## src/rtl/pre_if_stage.sv

```systemverilog
// Pre-IF stage: owns the fetch PC, selects the next fetch address and drives the
// req/addr_ok instruction-SRAM request, buffering redirects that hit a pending request.
module pre_if_stage #(
    parameter logic [31:0] RESET_PC = 32'h1c000000
) (
    input  logic        clk,
    input  logic        reset,
    input  logic        fs_allowin,
    input  logic [32:0] br_bus,
    input  logic        ex_flush,
    input  logic [31:0] ex_target,
    output logic        inst_sram_req,
    output logic        inst_sram_wr,
    output logic [1:0]  inst_sram_size,
    output logic [31:0] inst_sram_addr,
    input  logic        inst_sram_addr_ok,
    output logic        to_fs_valid,
    output logic [31:0] to_fs_pc,
    output logic        fs_cancel
);

    typedef enum logic [1:0] {S_IDLE, S_REQ, S_HOLD, S_PEND} state_t;

    state_t      state_q, state_d;
    logic [31:0] pc_q, pc_d;
    logic        redir_v_q, redir_v_d;
    logic [31:0] redir_pc_q, redir_pc_d;
    logic [31:0] hold_addr_q, hold_addr_d;
    logic        stale_q, stale_d;

    logic        br_taken;
    logic [31:0] br_target;
    logic        redirect;
    logic [31:0] redir_tgt;
    logic [31:0] next_addr;

    assign br_taken       = br_bus[32];
    assign br_target      = br_bus[31:0];
    assign redirect       = ex_flush | br_taken;
    assign redir_tgt      = ex_flush ? ex_target : br_target;
    assign next_addr      = ex_flush  ? ex_target  :
                            br_taken  ? br_target  :
                            redir_v_q ? redir_pc_q : pc_q + 32'd4;
    assign inst_sram_wr   = 1'b0;
    assign inst_sram_size = 2'd2;

    always_comb begin
        state_d        = state_q;
        pc_d           = pc_q;
        redir_v_d      = redir_v_q;
        redir_pc_d     = redir_pc_q;
        hold_addr_d    = hold_addr_q;
        stale_d        = stale_q;
        inst_sram_req  = 1'b0;
        inst_sram_addr = '0;
        to_fs_valid    = 1'b0;
        to_fs_pc       = '0;
        fs_cancel      = 1'b0;
        case (state_q)
            S_IDLE: state_d = S_REQ;
            S_REQ: begin
                inst_sram_req  = fs_allowin;
                inst_sram_addr = next_addr;
                if (fs_allowin) begin
                    // The issued address already absorbs any buffered redirect, so it is consumed either way.
                    redir_v_d = 1'b0;
                    if (inst_sram_addr_ok) begin
                        pc_d        = next_addr;
                        to_fs_valid = 1'b1;
                        to_fs_pc    = next_addr;
                    end else begin
                        hold_addr_d = next_addr;
                        stale_d     = 1'b0;
                        state_d     = S_HOLD;
                    end
                end else if (redirect) begin
                    redir_v_d  = 1'b1;
                    redir_pc_d = redir_tgt;
                end
            end
            S_HOLD: begin
                inst_sram_req  = 1'b1;
                inst_sram_addr = hold_addr_q;
                if (redirect) begin
                    stale_d    = 1'b1;
                    redir_pc_d = redir_tgt;
                end
                if (inst_sram_addr_ok) begin
                    if (stale_q || redirect) begin
                        fs_cancel = 1'b1;
                        redir_v_d = 1'b1;
                        stale_d   = 1'b0;
                        state_d   = S_REQ;
                    end else begin
                        pc_d = hold_addr_q;
                        if (fs_allowin) begin
                            to_fs_valid = 1'b1;
                            to_fs_pc    = hold_addr_q;
                            state_d     = S_REQ;
                        end else begin
                            state_d = S_PEND;
                        end
                    end
                end
            end
            S_PEND: begin
                if (redirect) begin
                    fs_cancel  = 1'b1;
                    redir_v_d  = 1'b1;
                    redir_pc_d = redir_tgt;
                    state_d    = S_REQ;
                end else if (fs_allowin) begin
                    to_fs_valid = 1'b1;
                    to_fs_pc    = pc_q;
                    state_d     = S_REQ;
                end
            end
            default: state_d = S_IDLE;
        endcase
    end

    always_ff @(posedge clk) begin
        if (reset) begin
            state_q     <= S_IDLE;
            pc_q        <= RESET_PC - 32'd4;
            redir_v_q   <= 1'b0;
            redir_pc_q  <= '0;
            hold_addr_q <= '0;
            stale_q     <= 1'b0;
        end else begin
            state_q     <= state_d;
            pc_q        <= pc_d;
            redir_v_q   <= redir_v_d;
            redir_pc_q  <= redir_pc_d;
            hold_addr_q <= hold_addr_d;
            stale_q     <= stale_d;
        end
    end

endmodule
```

## config.mk

```make
export PLATFORM = sky130hd
export DESIGN_NAME = pre_if_stage
export DESIGN_NICKNAME = d
export VERILOG_FILES = /design/src/rtl/pre_if_stage.sv
export SDC_FILE = /design/constraint.sdc
export NUM_CORES = 1
export LEC_CHECK = 0
export ABC_CLOCK_PERIOD_IN_PS = 2450
export BUFFER_PORTS_ARGS = -buffer_cell sky130_fd_sc_hd__buf_2
export CORE_MARGIN = 8
export CORE_UTILIZATION = 30
export DETAILED_ROUTE_END_ITERATION = 6
export GPL_TIMING_DRIVEN = 1
export SETUP_SLACK_MARGIN = 0.1
export SLEW_MARGIN = 20
export SYNTH_ARGS = -nofsm -noshare
export SYNTH_HDL_FRONTEND = slang
export SYNTH_SLANG_ARGS = --single-unit
```

## constraint.sdc

```tcl
create_clock -name clk -period 2.45 [get_ports clk]
set_clock_uncertainty 0.05 [all_clocks]
set_input_delay 0.49 -clock clk [delete_from_list [all_inputs] [get_ports clk]]
set_output_delay 0.49 -clock clk [all_outputs]
set_load 0.02 [all_outputs]
```

==> results.md <==
- Post-synth top area share: 0.273
- Yosys cell types: a little under 80
- Cell mode on critical path: buf_6
- Largest net degree at the start of global routing: between 60 and 70
- Filler cells: ~2.2k
- CTS Sinks: 100
- Fin Hold WS: ~0.35 ns
- Rows: 57
- Dpl cells: between 1.5k and 2k
- Worst Hold End: redir_pc_q[1]$_SDFFE_PP0P_
- GPL Wtd Cong: 0.930
- Core Region: 0.0242 mm2
- Post-route ant nets: 0
- Sequential fraction of the synthesis area: 0.273
- Synth Flop Type: dfxtp_1
- Final critical-path share of the clock period: 1.26
- Setup Crit Path Kind: reg2out
- CP max stage cell: or4_4
- Reg2Reg Setup Slack: 0 ns
- Final setup vio count: 65
- Initial antenna violation count: 0
- Final min period: 3.08 ns
- RSZ-0062 raised after global routing: true
- Worst path max stage delay: around 0.64 ns
- Worst-Skew Late Latency: 0.37 ns
- Synthesized flop and latch total: 100
- CP Cell Sequence: nand3_4 -> or4_4 -> nor3_4 -> nor3_2 -> o31a_1 -> buf_6 -> o22ai_4 -> buf_6
- Asr flop ratio synth: 0
- Worst setup SP type: register
- Worst path bufs/invs: 2
- Hold Crit Depth: 3
- Starting density of the core: 0.304
- TritonCTS clock tree: yes
- FMAX: 325 MHz
- Grt total ovfl: 0
- Total CTS buffers: 9
- Synthesis warning total: 0
- Failing checks: negative setup slack
- Status: complete, but fails checks
- Pre-Repair DR Iteration Count: 6
- Overall Global Routing Usage: 0.222
- CP Capture Type: primary output
- Die area: 0.0297 mm2
- Post-synth EDFFs: 0
- Post-synthesis cell area: 0.00734 mm2
- Most frequent cells in the layout: buf_4 (240), nor2_1 (101), nand2_1 (97)
- Die width: 172 um
- Final std cells w/o fill: 1674
- Critical path arrival: approximately 2.5 ns
- Slew HR: 0.535
- Number of max-cap violations: 0
- Layout cell share with drive strength beyond 1: 0.451
- Pwr/cell area: just under 700 mW/mm2
- Worst path top cell family by delay: simple AND/OR/NAND/NOR gates
- HP Class: in2reg
- Final slew viol count: 0
- Static leakage: 4.92 nW
- FF-to-FF Start: pc_q[3]$_SDFFE_PP1P_
- Wire length per cell: 20.8 um
- Clock buffer depth: 2
- Global-route wire length before repair: 51400 um
- Syn Inst Count: 1022
- DRC Markers: 0
- Chip Height: between 150 and 200 um
- Leading cell type in the layout, fill and taps excluded: buf_4
- Mean area per synthesized cell: between 7 and 8 um2
- Via/cell ratio: about 5.7
- Peak supply drop: 0.000370 V
- Layout area overhead: 66.9%
- Fin util: 0.507
- Worst-path clk slew: 0.08 ns
- Final Net Count: ~1.4k
- H-tree Lvls: 3
- Post-Route WL: 34700 um
- Number of global-route vias before repair: a little under 9k
- HP Start: br_bus[1]
- Vias: 9536
- DP HPWL: roughly 25000 um
- Setup ws final: -0.627 ns
- Area contributors post-synth: dfxtp_1 (27%), a21oi_1 (6.2%), nor2_1 (6.0%), nand2_1 (5.2%), o21ai_0 (4.2%)
- I/O Buffers: about 140
- CTS Root Cell: clkbuf_16
- Reg2reg path depth: 10
- Required time of the critical path: between 1.5 and 2 ns
- Final hold violation count: 0
- Reg2reg end: hold_addr_q[16]$_SDFFE_PP0P_
- Worst Tran Pin Value: 0.697 ns
- Iter 0 DRT Violations: 1082
- Antenna cell count: 0
- CP Max Fanout: 4
- # IOs: 140
- Synth area leader: dfxtp_1
-- tightest hold or removal path, cell delays in order --
cell and delay (ns):
buf_2 0.11, nand2_1 0.05, a311oi_1 0.08
-- state kept, by name, summed over array words and instances (netlist names) --
register,flops
state_q,2
hold_addr_q,32
redir_pc_q,32
stale_q,1
pc_q,32
redir_v_q,1
-- how the worst max path moves through the flow --
stage	startpoint	to	cells after the start
2_1_floorplan	pc_q[3]$_SDFFE_PP1P_	to_fs_pc[18]	8
3_3_place_gp	ex_flush	to_fs_pc[18]	8
3_5_place_dp	ex_flush	to_fs_pc[18]	8
4_1_cts	pc_q[3]$_SDFFE_PP1P_	inst_sram_addr[16]	9
5_1_grt	pc_q[3]$_SDFFE_PP1P_	to_fs_pc[18]	9
6_report	pc_q[4]$_SDFFE_PP1P_	to_fs_pc[15]	8
-- where the power goes --
| part | internal (mW) | switching [mW] |
|---|---|---|
| sequential | 1.84 | 0.186 |
| clock | 0.719 | 0.784 |
| combinational | 2.32 | 2.64 |
| total | 4.88 | 3.61 |
-- synthesized netlist by cell type (7+ instances only) --
cell	count
and3_1	14
a311oi_1	11
o31a_1	8
buf_1	11
mux2i_1	30
buf_2	11
a31oi_1	15
dfxtp_1	100
a21oi_1	91
xnor2_1	14
a22oi_1	22
o31ai_1	16
a32oi_1	9
a222oi_1	14
clkbuf_1	74
inv_1	22
nor2b_1	21
and2_1	9
o22ai_1	17
o21ai_0	61
nand2_1	102
nor3_1	34
nor2_1	117
or3_1	9
a211oi_1	39
nand3_1	19
nand2b_1	20
a221oi_1	7
nand4_1	8
-- layout make-up --
type / count / area [um2] / area share
well taps: 324 / 405 / 0.0331
flip-flops and latches: 100 / 2040 / 0.167
repair buffers: 411 / 3530 / 0.288
clock buffers: 9 / 225 / 0.0184
multi-input cells: 800 / 5890 / 0.481
inverters: 23 / 97.6 / 0.00797
clock inverters: 7 / 65.1 / 0.00531
-- routing by layer --
layer / wire length [um] / GRT usage
met1: 15700 / 0.314
met2: 15200 / 0.334
met3: 3100 / 0.0475
met4: 748 / 0.0603
met5: 0 / 0
-- kinds of logic (layout without fill, tap and decap cells) --
family	Yosys count	after routing	share of synthesized area
AND/OR/NAND/NOR	381	381	0.253
AO/OA/AOI/OAI	363	363	0.334
buffers and inverters	123	450	0.0673
flip-flops	100	100	0.273
multiplexers	31	31	0.0424
XOR/XNOR	16	16	0.0191
adder cells (fa/ha/maj)	6	6	0.0102
other	2	3	0.00102
-- stage by stage --
stage,power [mW],area [um2],TNS (ns),setup slack (ns)
floorplan,4.14,7800,-0.994,-0.206
global placement,5.70,10300,-8.36,-0.363
detailed placement,5.75,10300,-9.00,-0.357
CTS,7.87,11700,-23.44,-0.605
global route,8.85,12300,-31.20,-0.710
finish,8.49,12300,-25.47,-0.627
-- timing repair --
action	in CTS	in global routing
cloned	4	0
buffers inserted	33	22
endpoints found under the setup margin	68	71
pin swaps	63	63
gates resized for setup	215	89
hold endpoints to repair	0	0
hold buffers	0	0
Note: power is estimated with default switching activity, not from simulation.
